File: src/rtl/uart_tx_sched_if.sv
// Request, codec and status signals of the two-requester UART transmit scheduler.
// master is the scheduler side; slave is the requesters/codec/display side.
interface uart_tx_sched_if #(
  parameter int DATA_W = 16
);
  logic              req0_valid;
  logic [DATA_W-1:0] req0_data;
  logic              req0_ready;
  logic              req1_valid;
  logic [DATA_W-1:0] req1_data;
  logic              req1_ready;
  logic              tx_start;
  logic [7:0]        tx_byte;
  logic              tx_busy;
  logic              tx_done;
  logic [1:0]        grant;
  logic [15:0]       word_cnt;
  logic              err_timeout;

  modport master (
    input  req0_valid, req0_data, req1_valid, req1_data, tx_busy, tx_done,
    output req0_ready, req1_ready, tx_start, tx_byte, grant, word_cnt, err_timeout
  );

  modport slave (
    output req0_valid, req0_data, req1_valid, req1_data, tx_busy, tx_done,
    input  req0_ready, req1_ready, tx_start, tx_byte, grant, word_cnt, err_timeout
  );
endinterface

File: src/rtl/uart_tx_sched.sv
// Round-robin word scheduler onto the UART codec, MSB byte first; ready 1 cycle after valid, tx_start >= 2 cycles.
// Backpressure: requester holds valid until its ready pulse; codec busy stalls tx_start; missing tx_done times out.
module uart_tx_sched #(
  parameter int DATA_W      = 16,
  parameter int TIMEOUT_CYC = 20000
) (
  input  logic            clk,
  input  logic            btnl,
  uart_tx_sched_if.master bus
);
  localparam int NB = DATA_W / 8;
  localparam int CW = $clog2(NB + 1);
  localparam int TW = $clog2(TIMEOUT_CYC);
  // Timer counts from 0 in the tx_start cycle, so T-2 is the last cycle tx_done may still arrive
  localparam logic [TW-1:0] TMO_LAST = TW'(TIMEOUT_CYC - 2);

  typedef enum logic [1:0] {IDLE, SEND, WAIT_DONE} state_t;

  state_t            state_q, state_d;
  logic [DATA_W-1:0] shreg_q, shreg_d;
  logic [CW-1:0]     left_q, left_d;
  logic [TW-1:0]     tmr_q, tmr_d;
  logic              last_q, last_d;
  logic              rdy0_q, rdy0_d;
  logic              rdy1_q, rdy1_d;
  logic              start_q, start_d;
  logic              err_q, err_d;
  logic [7:0]        byte_q, byte_d;
  logic [1:0]        grant_q, grant_d;
  logic [15:0]       cnt_q, cnt_d;
  logic              win;

  always_comb begin
    state_d = state_q;
    shreg_d = shreg_q;
    left_d  = left_q;
    tmr_d   = tmr_q;
    last_d  = last_q;
    rdy0_d  = 1'b0;
    rdy1_d  = 1'b0;
    start_d = 1'b0;
    err_d   = err_q;
    byte_d  = byte_q;
    grant_d = grant_q;
    cnt_d   = cnt_q;
    // 1 selects requester 1; on contention the one not served last wins
    win = (bus.req0_valid && bus.req1_valid) ? ~last_q : bus.req1_valid;

    case (state_q)
      IDLE: begin
        if (bus.req0_valid || bus.req1_valid) begin
          rdy0_d  = ~win;
          rdy1_d  = win;
          grant_d = win ? 2'b10 : 2'b01;
          shreg_d = win ? bus.req1_data : bus.req0_data;
          left_d  = CW'(NB);
          last_d  = win;
          state_d = SEND;
        end
      end
      SEND: begin
        if (!bus.tx_busy) begin
          start_d = 1'b1;
          byte_d  = shreg_q[DATA_W-1 -: 8];
          tmr_d   = '0;
          state_d = WAIT_DONE;
        end
      end
      WAIT_DONE: begin
        if (bus.tx_done) begin
          if (left_q > CW'(1)) begin
            shreg_d = shreg_q << 8;
            left_d  = left_q - CW'(1);
            state_d = SEND;
          end else begin
            cnt_d   = cnt_q + 16'd1;
            grant_d = 2'b00;
            state_d = IDLE;
          end
        end else if (tmr_q == TMO_LAST) begin
          err_d   = 1'b1;
          grant_d = 2'b00;
          state_d = IDLE;
        end else begin
          tmr_d = tmr_q + TW'(1);
        end
      end
      default: state_d = IDLE;
    endcase
  end

  always_ff @(posedge clk or negedge btnl) begin
    if (!btnl) begin
      state_q <= IDLE;
      shreg_q <= '0;
      left_q  <= '0;
      tmr_q   <= '0;
      last_q  <= 1'b1;
      rdy0_q  <= 1'b0;
      rdy1_q  <= 1'b0;
      start_q <= 1'b0;
      err_q   <= 1'b0;
      byte_q  <= 8'h00;
      grant_q <= 2'b00;
      cnt_q   <= 16'h0000;
    end else begin
      state_q <= state_d;
      shreg_q <= shreg_d;
      left_q  <= left_d;
      tmr_q   <= tmr_d;
      last_q  <= last_d;
      rdy0_q  <= rdy0_d;
      rdy1_q  <= rdy1_d;
      start_q <= start_d;
      err_q   <= err_d;
      byte_q  <= byte_d;
      grant_q <= grant_d;
      cnt_q   <= cnt_d;
    end
  end

  assign bus.req0_ready  = rdy0_q;
  assign bus.req1_ready  = rdy1_q;
  assign bus.tx_start    = start_q;
  assign bus.tx_byte     = byte_q;
  assign bus.grant       = grant_q;
  assign bus.word_cnt    = cnt_q;
  assign bus.err_timeout = err_q;
endmodule

File: src/flat_wrapper.sv
// flat-port wrapper written by rule: the top's interface ports become plain ports
module uart_tx_sched_flat 
#(
  parameter int DATA_W      = 16,
  parameter int TIMEOUT_CYC = 20000
)
  (clk, btnl, bus_req0_valid, bus_req0_data, bus_req1_valid, bus_req1_data, bus_tx_busy, bus_tx_done, bus_req0_ready, bus_req1_ready, bus_tx_start, bus_tx_byte, bus_grant, bus_word_cnt, bus_err_timeout);
  uart_tx_sched_if #(.DATA_W(DATA_W)) bus_i ();
  input  logic clk;
  input  logic btnl;
  input wire logic [$bits(bus_i.req0_valid)-1:0] bus_req0_valid;
  input wire logic [$bits(bus_i.req0_data)-1:0] bus_req0_data;
  input wire logic [$bits(bus_i.req1_valid)-1:0] bus_req1_valid;
  input wire logic [$bits(bus_i.req1_data)-1:0] bus_req1_data;
  input wire logic [$bits(bus_i.tx_busy)-1:0] bus_tx_busy;
  input wire logic [$bits(bus_i.tx_done)-1:0] bus_tx_done;
  output wire logic [$bits(bus_i.req0_ready)-1:0] bus_req0_ready;
  output wire logic [$bits(bus_i.req1_ready)-1:0] bus_req1_ready;
  output wire logic [$bits(bus_i.tx_start)-1:0] bus_tx_start;
  output wire logic [$bits(bus_i.tx_byte)-1:0] bus_tx_byte;
  output wire logic [$bits(bus_i.grant)-1:0] bus_grant;
  output wire logic [$bits(bus_i.word_cnt)-1:0] bus_word_cnt;
  output wire logic [$bits(bus_i.err_timeout)-1:0] bus_err_timeout;
  assign bus_i.req0_valid = bus_req0_valid;
  assign bus_i.req0_data = bus_req0_data;
  assign bus_i.req1_valid = bus_req1_valid;
  assign bus_i.req1_data = bus_req1_data;
  assign bus_i.tx_busy = bus_tx_busy;
  assign bus_i.tx_done = bus_tx_done;
  assign bus_req0_ready = bus_i.req0_ready;
  assign bus_req1_ready = bus_i.req1_ready;
  assign bus_tx_start = bus_i.tx_start;
  assign bus_tx_byte = bus_i.tx_byte;
  assign bus_grant = bus_i.grant;
  assign bus_word_cnt = bus_i.word_cnt;
  assign bus_err_timeout = bus_i.err_timeout;
  uart_tx_sched #(.DATA_W(DATA_W), .TIMEOUT_CYC(TIMEOUT_CYC)) u_core (.clk(clk), .btnl(btnl), .bus(bus_i));
endmodule
File: config.mk
export PLATFORM = sky130hd
export DESIGN_NAME = uart_tx_sched_flat
export DESIGN_NICKNAME = d
export VERILOG_FILES = /design/src/rtl/uart_tx_sched_if.sv /design/src/rtl/uart_tx_sched.sv /design/src/flat_wrapper.sv
export SDC_FILE = /design/constraint.sdc
export NUM_CORES = 1
export LEC_CHECK = 0
export ABC_CLOCK_PERIOD_IN_PS = 2000
export CAP_MARGIN = 10
export CORE_ASPECT_RATIO = 0.5
export CORE_MARGIN = 1
export CORE_UTILIZATION = 45
export CTS_BUF_LIST = sky130_fd_sc_hd__clkbuf_4
export DETAILED_ROUTE_END_ITERATION = 10
export GPL_ROUTABILITY_DRIVEN = 0
export PLACE_DENSITY = 0.75
export SYNTH_ARGS = -nofsm -noshare
export SYNTH_HDL_FRONTEND = slang
export SYNTH_SLANG_ARGS = --single-unit
File: constraint.sdc
create_clock -name clk -period 2 [get_ports clk]
set_input_delay 0.4 -clock clk [delete_from_list [all_inputs] [get_ports clk]]
set_output_delay 0.4 -clock clk [all_outputs]
set_load 0.03 [all_outputs]
==> run_results.csv <==
group,metric,value,unit
sta,setup_ws,0.0749,ns
setup_path,reg2reg_depth,6,
setup_path,crit_buf_inv,1,
cells_and_area,layout-area-overhead-vs-synth,32.4,%
cells_and_area,final_util,0.627,
placed_design,io_buffers,67,
drt,via_per_inst,5.58,
drt,drt_pass1_iterations,5,
die,fp.dieH,61.8,um
setup_path,required,1.60,ns
die,die_w,122,um
die,rows,21,
clocking,clkLatencyLatePin,0.42,ns
drt,wl,7290,um
placed_design,dp.cells,462,
setup_path,r2r_slack,0.09,ns
synthesis,synthAdderAreaFrac,0.0155,
setup_path,reg2reg_to,"u_core.tmr_q[12]$_DFFE_PN0P_",
synthesis,synth_edf_count,0,
worst_hold_path,min_path_type,"register to register",
synthesis,synth_ff_type,"dfrtp_1",
sta,setup_violations,0,
die,start_util,0.473,
drt,vias,2673,
setup_path,cp_max_fo,4,
drt,drc,0,
cells_and_area,final_cells,479,
synthesis,synth_seq_cells,66,
setup_path,critPathLaunch,"u_core.bus.word_cnt[11]$_DFFE_PN0P_",
worst_hold_path,worstHoldStart,"u_core.bus.err_timeout$_DFFE_PN0P_",
synthesis,synth_xor_xnor_area_share,0.0381,
sta,finalHoldViolations,0,
global_routing,grt_pass1_wl,11900,um
cells_and_area,fin_area,4260,sq um
cells_and_area,diodes,0,
setup_path,cp-start-kind,"register",
synthesis,synth_compound_area_frac,0.153,
synthesis,synth_nets,339,
drt,wl_per_cell,15.2,um
sta,timing.final.crit_period,1.93,ns
clocking,cts_root_buffer,"clkbuf_4",
placed_design,pre_cts_ws,-0.0570,ns
placed_design,dpl_cell_area,4130,sq um
sta,rsz0062_at_grt,"no",
placed_design,hpwl,5310,um
worst_hold_path,min_to,"u_core.bus.err_timeout$_DFFE_PN0P_",
setup_path,endpoint_kind,"output pin",
cells_and_area,final_cell_mix,"65 x dfrtp_1, 58 x clkdlybuf4s50_1, 21 x nand2_1",
drt,ant_nets,0,
sta,max_freq,0.519,GHz
clocking,cts.clk_slew.worst_paths,0.10,ns
die,coreArea,6810,sq um
setup_path,crit_type,"register to output pin",
global_routing,grt_max_degree,38,
clocking,cts_tree,"done",
sta,slew_viol_final,0,
sta,skew,0.0123,ns
setup_path,r2r_start,"u_core.tmr_q[7]$_DFFE_PN0P_",
clocking,clk_path_buf_depth,2,
cells_and_area,nets,424,
power_and_ir_drop,ir_drop,0.577,mV
synthesis,seq_area_frac_synth,0.513,
setup_path,max_stage_delay,0.70,ns
die,die_area,7520,sq um
die,top_level_ports,68,
synthesis,synth_top_family_by_area,"simple AND/OR/NAND/NOR gates",
sta,tightestPinTransition,0.478,ns
clocking,numClockSinks,66,
synthesis,mappedNetlistArea,3220,sq um
synthesis,synthArstFlopShare,1.00,
synthesis,syn_area_per_cell,10.8,sq um
outcome,outcome,"completed",
synthesis,postSynthCellCount,297,
power_and_ir_drop,p_leak,1.98,nW
cells_and_area,drive_gt1_frac,0.145,
clocking,cts_inserted_buffers,9,
synthesis,yosysUniqueCellTypes,50,
synthesis,synthSimpleGateAreaFrac,0.163,
flow_run,max_cap_viol_count,0,
setup_path,crit_slowest_cell,"clkdlybuf4s50_1",
cells_and_area,layout_commonest_cell,"dfrtp_1",
synthesis,synth-warning-count,0,
global_routing,antenna_found_initial,0,
global_routing,grt_pass1_vias,2509,
setup_path,cp_data_arrival_time,1.53,ns
setup_path,path_cells,"clkdlybuf4s50_1",
clocking,cts_setup_buffers,0,
global_routing,gr-usage-all-layers,0.212,
power_and_ir_drop,p_per_area,1080,nW/um^2
synthesis,synthMuxAreaShare,0.0859,
sta,slew_headroom,0.681,
setup_path,crit_family,"buffers and inverters",
sta,worst_hold_slack,0.469,ns
global_routing,grt_overflow_total,0,
drt,drt_iter0_markers,113,
sta,final.period_utilization,0.963,
worst_hold_path,min_path_cells,1,
clocking,htreeDepth,3,
## what timing repair did
action | 4_1_cts | 5_1_grt
hold buffers | 1 | 0
endpoints found under the setup margin | 1 | 7
gates cloned | 0 | 0
pin swaps | 0 | 0
gates resized for setup | 1 | 7
hold endpoints to repair | 29 | 0
## routing by layer
| metal | vias to the layer above | track usage | routed length (um) | part of all wire |
|---|---|---|---|---|
| met1 | 1307 | 0.265 | 3290 | 0.45 |
| li1 | 1262 | - | - | - |
| met4 | 0 | 0.0582 | 101 | 0.014 |
| met2 | 90 | 0.353 | 3490 | 0.48 |
| met3 | 14 | 0.0785 | 416 | 0.057 |
| met5 | - | 0 | 0 | 0 |
## worst max-delay path by stage
stage | to | slack [ns] | cells past startpoint
final | bus_word_cnt[11] | 0.07 | 1
after global routing | bus_word_cnt[9] | 0.005 | 1
after CTS | bus_word_cnt[8] | 0.004 | 1
after detailed placement | u_core.shreg_q[11]$_DFFE_PN0P_ | -0.06 | 6
after global placement | u_core.bus.word_cnt[10]$_DFFE_PN0P_ | -0.01 | 6
after floorplan | u_core.tmr_q[1]$_DFFE_PN0P_ | 0.13 | 5
## flip-flops by register name, indices dropped and copies added (netlist names)
| signal | count |
|---|---|
| u_core.bus.err_timeout | 1 |
| u_core.bus.grant | 2 |
| u_core.bus.req0_ready | 1 |
| u_core.bus.req1_ready | 1 |
| u_core.bus.tx_byte | 8 |
| u_core.bus.tx_start | 1 |
| u_core.bus.word_cnt | 16 |
| u_core.last_q | 1 |
| u_core.left_q | 2 |
| u_core.shreg_q | 16 |
| u_core.state_q | 2 |
| u_core.tmr_q | 15 |
## cell families after synthesis
group	after synthesis
multiplexers	26
flip-flops	66
buffers and inverters	25
XOR/XNOR	14
AO/OA/AOI/OAI	68
AND/OR/NAND/NOR	94
adder cells (fa/ha/maj)	4
## cell usage after synthesis, types with 2 or more instances
library cell | number | area (sq um)
a21boi_0 | 2 | 15.0
xor2_1 | 3 | 26.3
o31ai_1 | 8 | 60.1
nor2b_1 | 2 | 12.5
clkbuf_1 | 10 | 37.5
o22a_1 | 9 | 78.8
nand2b_1 | 3 | 18.8
or3_1 | 5 | 31.3
nor4_1 | 6 | 37.5
nor3b_1 | 7 | 52.6
and3_1 | 2 | 12.5
inv_1 | 8 | 30.0
mux2_2 | 9 | 101
xnor2_1 | 11 | 96.3
dfrtp_1 | 65 | 1630
o21ai_0 | 13 | 65.1
nand3_1 | 13 | 65.1
nand4_1 | 6 | 37.5
ha_1 | 4 | 50.1
o22ai_1 | 2 | 12.5
mux2i_1 | 16 | 160
a31oi_1 | 2 | 12.5
nand2_1 | 21 | 78.8
a21oi_1 | 4 | 20.0
a211oi_1 | 8 | 60.1
nor3_1 | 7 | 35.0
a21o_1 | 12 | 90.1
buf_2 | 6 | 30.0
nor2_1 | 12 | 45.0
## per-stage QoR
step | power (W) | TNS, ns
after floorplan | 0.00312 | 0
after global placement | 0.00383 | -0.0148
after detailed placement | 0.00389 | -0.602
after CTS | 0.00464 | 0
after global routing | 0.00489 | 0
final | 0.00460 | 0
## power breakdown
group	internal, W	total [W]	switching [W]
Clock	0.000270	0.000732	0.000463
Sequential	0.00170	0.00195	0.000249
Combinational	0.000894	0.00192	0.00103
## area by class of cell
type	instances	area, sq um
Fill cell	571	2540
Sequential cell	66	1650
Multi-Input combinational cell	206	1480
Timing Repair Buffer	90	882
Tap cell	92	115
Clock buffer	11	82.6
Inverter	9	33.8
Clock inverter	5	22.5
Note: power is estimated with default switching activity, not from simulation.
